File: src/rtl/sev_seg_pkg.sv
// Shared constants for the multiplexed seven-segment driver: hex glyphs and parameter limits.
// No logic; imported by sev_seg_dec and sev_seg_scan.
// No flow control.
package sev_seg_pkg;

    localparam int MIN_DIGITS = 1;
    localparam int MAX_DIGITS = 8;
    localparam int MIN_BLINK_DIV = 1;

    localparam logic [6:0] SEG_BLANK = 7'b1111111;

    // Active-low abcdefg glyphs; entry 0 is the rightmost element of the concatenation.
    localparam logic [15:0][6:0] SEG_HEX = {
        7'b0111000,  // F
        7'b0110000,  // E
        7'b1000010,  // d
        7'b0110001,  // C
        7'b1100000,  // b
        7'b0001000,  // A
        7'b0000100,  // 9
        7'b0000000,  // 8
        7'b0001111,  // 7
        7'b0100000,  // 6
        7'b0100100,  // 5
        7'b1001100,  // 4
        7'b0000110,  // 3
        7'b0010010,  // 2
        7'b1001111,  // 1
        7'b0000001   // 0
    };

endpackage

File: src/rtl/sev_seg_dec.sv
// Nibble to active-low seven-segment glyph lookup.
// Latency: combinational.
// No flow control.
module sev_seg_dec
    import sev_seg_pkg::*;
(
    input  logic [3:0] nib,
    output logic [6:0] seg
);

    assign seg = SEG_HEX[nib];

endmodule

File: src/rtl/sev_seg_scan.sv
// Time-multiplexed N-digit seven-segment driver with blink, LZ blanking, dead time and frame snapshot.
// Latency: one registered cycle from scan counters / en to an, seg, dp_n.
// No backpressure; free-running scan, inputs sampled once per frame.
module sev_seg_scan
    import sev_seg_pkg::*;
#(
    parameter int NUM_DIGITS   = 4,
    parameter int SCAN_DIV     = 100000,
    parameter int BLANK_CYCLES = 500,
    parameter int BLINK_DIV    = 50000000
) (
    input  logic                    clk,
    input  logic                    rst_n,
    input  logic                    en,
    input  logic [4*NUM_DIGITS-1:0] digits,
    input  logic [NUM_DIGITS-1:0]   digit_en,
    input  logic [NUM_DIGITS-1:0]   dp,
    input  logic [NUM_DIGITS-1:0]   blink_mask,
    input  logic                    lz_blank,
    output logic [6:0]              seg,
    output logic                    dp_n,
    output logic [NUM_DIGITS-1:0]   an,
    output logic                    frame_tick
);

    localparam int DIV_W = $clog2(SCAN_DIV);
    localparam int IDX_W = (NUM_DIGITS > 1) ? $clog2(NUM_DIGITS) : 1;
    localparam int BLK_W = (BLINK_DIV > 1) ? $clog2(BLINK_DIV) : 1;

    if (NUM_DIGITS < MIN_DIGITS || NUM_DIGITS > MAX_DIGITS ||
        SCAN_DIV <= BLANK_CYCLES + 1 || BLINK_DIV < MIN_BLINK_DIV) begin : g_bad_param
        $error("sev_seg_scan: illegal parameter combination");
    end

    logic [DIV_W-1:0]        div_cnt;
    logic [IDX_W-1:0]        idx;
    logic [BLK_W-1:0]        blink_cnt;
    logic                    blink_off;
    logic                    div_wrap;
    logic                    snap_load;
    logic                    snap_load_q;

    logic [4*NUM_DIGITS-1:0] snap_digits;
    logic [NUM_DIGITS-1:0]   snap_digit_en;
    logic [NUM_DIGITS-1:0]   snap_dp;
    logic [NUM_DIGITS-1:0]   snap_blink_mask;
    logic                    snap_lz_blank;

    logic [4*NUM_DIGITS-1:0] cur_digits;
    logic [NUM_DIGITS-1:0]   cur_digit_en;
    logic [NUM_DIGITS-1:0]   cur_dp;
    logic [NUM_DIGITS-1:0]   cur_blink_mask;
    logic                    cur_lz_blank;

    logic [3:0]              sel_nib;
    logic [6:0]              sel_seg;
    logic                    upper_nz;
    logic                    lz_sup;
    logic                    visible;
    logic [NUM_DIGITS-1:0]   an_nxt;
    logic [6:0]              seg_nxt;
    logic                    dp_n_nxt;

    assign div_wrap  = (div_cnt == DIV_W'(SCAN_DIV - 1));
    assign snap_load = (div_cnt == '0) && (idx == '0);

    always_ff @(posedge clk or negedge rst_n) begin
        if (!rst_n) begin
            div_cnt <= '0;
            idx     <= '0;
        end else begin
            div_cnt <= div_wrap ? '0 : div_cnt + 1'b1;
            if (div_wrap) begin
                idx <= (idx == IDX_W'(NUM_DIGITS - 1)) ? '0 : idx + 1'b1;
            end
        end
    end

    always_ff @(posedge clk or negedge rst_n) begin
        if (!rst_n) begin
            blink_cnt <= '0;
            blink_off <= 1'b0;
        end else if (blink_cnt == BLK_W'(BLINK_DIV - 1)) begin
            blink_cnt <= '0;
            blink_off <= ~blink_off;
        end else begin
            blink_cnt <= blink_cnt + 1'b1;
        end
    end

    always_ff @(posedge clk or negedge rst_n) begin
        if (!rst_n) begin
            snap_digits     <= '0;
            snap_digit_en   <= '0;
            snap_dp         <= '0;
            snap_blink_mask <= '0;
            snap_lz_blank   <= 1'b0;
            snap_load_q     <= 1'b0;
            frame_tick      <= 1'b0;
        end else begin
            if (snap_load) begin
                snap_digits     <= digits;
                snap_digit_en   <= digit_en;
                snap_dp         <= dp;
                snap_blink_mask <= blink_mask;
                snap_lz_blank   <= lz_blank;
            end
            snap_load_q <= snap_load;
            frame_tick  <= snap_load_q;
        end
    end

    // The load cycle already shows the values being captured, so a frame never mixes old and new.
    assign cur_digits     = snap_load ? digits     : snap_digits;
    assign cur_digit_en   = snap_load ? digit_en   : snap_digit_en;
    assign cur_dp         = snap_load ? dp         : snap_dp;
    assign cur_blink_mask = snap_load ? blink_mask : snap_blink_mask;
    assign cur_lz_blank   = snap_load ? lz_blank   : snap_lz_blank;

    assign sel_nib = cur_digits[4*int'(idx) +: 4];

    always_comb begin
        upper_nz = 1'b0;
        for (int j = 0; j < NUM_DIGITS; j++) begin
            if (j >= int'(idx) && cur_digits[4*j +: 4] != 4'h0) begin
                upper_nz = 1'b1;
            end
        end
    end

    assign lz_sup = cur_lz_blank && (idx != '0) && !upper_nz;

    assign visible = en
                  && cur_digit_en[idx]
                  && !(blink_off && cur_blink_mask[idx])
                  && !lz_sup
                  && (div_cnt >= DIV_W'(BLANK_CYCLES));

    sev_seg_dec u_dec (
        .nib (sel_nib),
        .seg (sel_seg)
    );

    always_comb begin
        an_nxt   = '1;
        seg_nxt  = SEG_BLANK;
        dp_n_nxt = 1'b1;
        if (visible) begin
            an_nxt[idx] = 1'b0;
            seg_nxt     = sel_seg;
            dp_n_nxt    = ~cur_dp[idx];
        end
    end

    always_ff @(posedge clk or negedge rst_n) begin
        if (!rst_n) begin
            an   <= '1;
            seg  <= SEG_BLANK;
            dp_n <= 1'b1;
        end else begin
            an   <= an_nxt;
            seg  <= seg_nxt;
            dp_n <= dp_n_nxt;
        end
    end

endmodule

File: config.mk
export PLATFORM = sky130hd
export DESIGN_NAME = sev_seg_scan
export DESIGN_NICKNAME = d
export VERILOG_FILES = /design/src/rtl/sev_seg_pkg.sv /design/src/rtl/sev_seg_dec.sv /design/src/rtl/sev_seg_scan.sv
export SDC_FILE = /design/constraint.sdc
export NUM_CORES = 1
export LEC_CHECK = 0
export CORE_ASPECT_RATIO = 0.6
export CORE_MARGIN = 3
export CORE_UTILIZATION = 58
export DETAILED_ROUTE_END_ITERATION = 10
export DONT_BUFFER_PORTS = 1
export MAX_ROUTING_LAYER = met4
export PLACE_DENSITY = 0.71
export SYNTH_ARGS = -nofsm -noshare
export SYNTH_HDL_FRONTEND = slang
export SYNTH_SLANG_ARGS = --single-unit
export TNS_END_PERCENT = 5
File: constraint.sdc
create_clock -name clk -period 9.2 [get_ports clk]
set_clock_uncertainty 0.05 [all_clocks]
set_input_delay 1.84 -clock clk [delete_from_list [all_inputs] [get_ports clk]]
set_output_delay 1.84 -clock clk [all_outputs]
set_load 0.03 [all_outputs]
==> summary.txt <==
STA
  • Final hold viol count: 0
  • Pins over their slew limit: 0
  • Final setup violating endpoints: 0
  • Post-layout minimum cycle time: 4.48 ns
  • Final worst path period share: 48.7%
  • Highest Clock Rate: between 200 and 250 MHz
  • RSZ-0062 raised after global routing: false
  • Rel. slew slack: 25.6%
  • Tightest Pin Transition: 1.09 ns
  • Setup TNS: 0 ns

Logic synthesis
  • Synth Area in Compound Gates: approximately 4.7%
  • Simple-gate share of the synthesized area: 19.8%
  • Async set-reset flop share out of synthesis: 100%
  • Post-synthesis xor/xnor area fraction: under 10%
  • Post-synthesis sequential area ratio: about half
  • Post-synthesis instance total: between 400 and 500
  • Syn_nets: 453
  • Syn. warnings: 0
  • Mapped Area: 4480 um^2
  • Synth cell types: 55
  • Top FF cell, synth: dfrtp_1
  • Mapped Avg Cell Area: 11.0 um^2
  • Synth Area in Adders: about 4%
  • Number of synthesized flops with an enable pin: 0
  • Main combinational cell family by area after synthesis: simple AND/OR/NAND/NOR gates
  • Mux contribution to synthesized area: 11.6%
  • FF+latch count, synth: 89

Setup path
  • Worst reg2reg path depth: 11
  • CP top delay family: buffers and inverters
  • CP arrival: 4.63 ns
  • RR Endpoint: seg[4]$_DFF_PN1_
  • CP Capture Type: flop
  • Flop2flop setup slack: 4.72 ns
  • Max incr delay on CP: roughly 0.63 ns
  • Slowest cell on crit path: a2111oi_2
  • CP Max Fanout: 27
  • Buf+Inv Stages, Crit Path: 3
  • Cells along the critical path: inv_2, ha_1, nor4bb_1, and4_4, nand2_4, inv_4, mux2_2, mux4_2, a2111oi_2, buf_4, o311ai_0
  • Setup crit start kind: flop
  • Critical R2R Launch: idx[1]$_DFFE_PN0N_
  • Setup CP Type: flop to flop
  • CP required: between 9 and 10 ns

Global route
  • Grt ovf: 0
  • Number of global-route vias before repair: 2,825
  • Largest net degree at the start of global routing: 90
  • Global-route wire length before repair: between 10 and 15 mm
  • Initial antenna violation count: 0
  • Global Route Usage Sum: 22.2%

Clock network
  • Clk root buf: clkbuf_16
  • Worst-path clk slew: about 0.060 ns
  • Hold buffer count at CTS: 0
  • H-tree depth: 3
  • TritonCTS buffer count: 9
  • Post CTS Setup Buffer Count: 0
  • CTS tree: built
  • PostCTS Resize Cnt: 0
  • Clock Tree Buf Depth: 2
  • Worst-Skew Late Latency: around 0.34 ns
  • CTS sink cnt: just under 90

Worst hold path
  • WHS Endpoint: frame_tick$_DFF_PN0_
  • Worst hold path class: flop to flop
  • Worst Hold Depth: 0
  • Hold Path Origin: snap_load_q$_DFF_PN0_

Detailed routing
  • Residual DRC count: 0
  • Number of detailed-route iterations in the first pass: 5
  • Vias per cell: roughly 5.7
  • Post-route antenna net violation count: 0
  • Via Count: slightly below 3,000
  • Final wirelength: 8.68 mm
  • Post-DR wirelength/cell: about 17 um
  • Initial DRC count: approximately 230

Floorplanning
  • DIE AREA: roughly 8900 um^2
  • I/O pins: 45
  • DIE WIDTH: about 120 um
  • Initial Util: between 60% and 70%
  • Cell Rows: 24
  • Area of the core: 7390 um^2
  • Die Ht: approximately 74 um

Layout
  • Layout cells sized above 1: 17.2%
  • Commonest non-fill, non-tap cell in the layout: dfrtp_1
  • Ant diodes: 0
  • Most frequent cells in the layout: dfrtp_1, nand2_1, nor2_1
  • Multi-input combinational cell area: between 2000 and 2500 um^2
  • Nets@finish: between 400 and 500
  • Fillers: between 500 and 600
  • Layout area overhead: 8.46%
  • Reg area: 2240 um^2

Power and ir drop
  • Pwr Density: around 160 nW/um^2
  • Power Total: 781 uW
  • Max IR drop VDD: between 0.1 and 0.15 mV
  • Leakage: between 2 and 2.5 nW

Placed design
  • GP Congestion: about 0.84
  • Hpwl dp: between 6 and 7 mm
  • Buffers on Ports: 0

Run
  • Max-cap violations: 0

Outcome
  • Status: completed
synth_stat cells, types with 2 or more instances:
library cell	instances	area share, %
a211oi_1	3	0.50
a21oi_1	2	0.22
a22oi_1	2	0.33
and3_1	6	0.84
and4_1	3	0.59
buf_1	2	0.17
buf_2	2	0.22
buf_6	2	0.50
clkbuf_1	7	0.59
dfrtp_1	77	43
dfstp_2	12	7.0
ha_1	14	3.9
inv_1	9	0.75
mux2_2	19	4.8
mux2i_1	7	1.6
mux4_1	3	1.8
mux4_2	7	3.5
nand2_1	64	5.4
nand3_1	22	2.5
nand3b_1	2	0.33
nand4_1	9	1.3
nor2_1	38	3.2
nor2b_1	3	0.42
nor3_1	2	0.22
nor3b_1	3	0.50
nor4_1	5	0.70
nor4bb_1	2	0.45
o211ai_1	4	0.67
o211ai_2	2	0.56
o21ai_0	7	0.78
or2_2	4	0.56
or3_1	2	0.28
or4_1	3	0.50
xnor2_1	16	3.1
xor2_1	22	4.3
flip-flops by register name, indices dropped and copies added, names as in the netlist, 2 cells and up:
| register | count |
|---|---|
| blink_cnt | 26 |
| div_cnt | 17 |
| snap_digits | 16 |
| seg | 7 |
| an | 4 |
| snap_blink_mask | 4 |
| snap_digit_en | 4 |
| snap_dp | 4 |
| idx | 2 |
metrics by stage:
stage	hold WS (ns)	utilization [%]	area [um^2]	cells	setup slack (ns)
final	0.303	65.8	4860	516	4.72
after global routing	0.314	65.8	4860	516	4.48
after CTS	0.305	65.8	4860	516	4.76
after detailed placement	0.290	61.9	4570	501	4.79
after global placement	0.285	61.9	4570	501	4.91
after floorplan	0.281	-	4480	407	5.16
worst max-delay path by stage:
| stage | from | end | slack, ns | cells past startpoint |
|---|---|---|---|---|
| 2_1_floorplan | idx[0]$_DFFE_PN0N_ | seg[3]$_DFF_PN1_ | 5.16 | 14 |
| 3_3_place_gp | idx[1]$_DFFE_PN0N_ | seg[4]$_DFF_PN1_ | 4.91 | 11 |
| 3_5_place_dp | idx[1]$_DFFE_PN0N_ | seg[4]$_DFF_PN1_ | 4.79 | 11 |
| 4_1_cts | idx[1]$_DFFE_PN0N_ | seg[4]$_DFF_PN1_ | 4.76 | 11 |
| 5_1_grt | idx[1]$_DFFE_PN0N_ | seg[4]$_DFF_PN1_ | 4.48 | 11 |
| 6_report | idx[1]$_DFFE_PN0N_ | seg[4]$_DFF_PN1_ | 4.72 | 11 |
where the power goes:
| group | switching (mW) | internal (mW) | leakage (nW) |
|---|---|---|---|
| clock | 0.146 | 0.208 | 0.132 |
| sequential | 0.00356 | 0.398 | 1.11 |
| combinational | 0.0115 | 0.0128 | 0.913 |
logic make-up (layout without fill, tap and decap cells):
group                    count (synthesis)  after routing
AO/OA/AOI/OAI                           28             28
XOR/XNOR                                38             38
adder cells (fa/ha/maj)                 14             14
buffers and inverters                   25             30
flip-flops                              89             89
multiplexers                            36             36
AND/OR/NAND/NOR                        177            177
layer usage:
| metal | share of wire (%) | track usage, % | up-vias | wire length [um] |
|---|---|---|---|---|
| met5 | 0 | - | - | 0 |
| met3 | 7.7 | 6.61 | 8 | 670 |
| met1 | 52 | 33.3 | 1425 | 4470 |
| met4 | 1.1 | 6.22 | 0 | 95 |
| met2 | 40 | 29.1 | 92 | 3440 |
| li1 | - | - | 1418 | - |
final cells by class:
type / count / area share [%]
clock buffer: 10 / 4.71
clock inverter: 5 / 1.18
inverter: 12 / 0.978
multi-input combinational: 293 / 43.9
sequential: 89 / 46.1
tap: 104 / 2.68
timing repair buffer: 3 / 0.463
(Power assumes the default switching activity.)
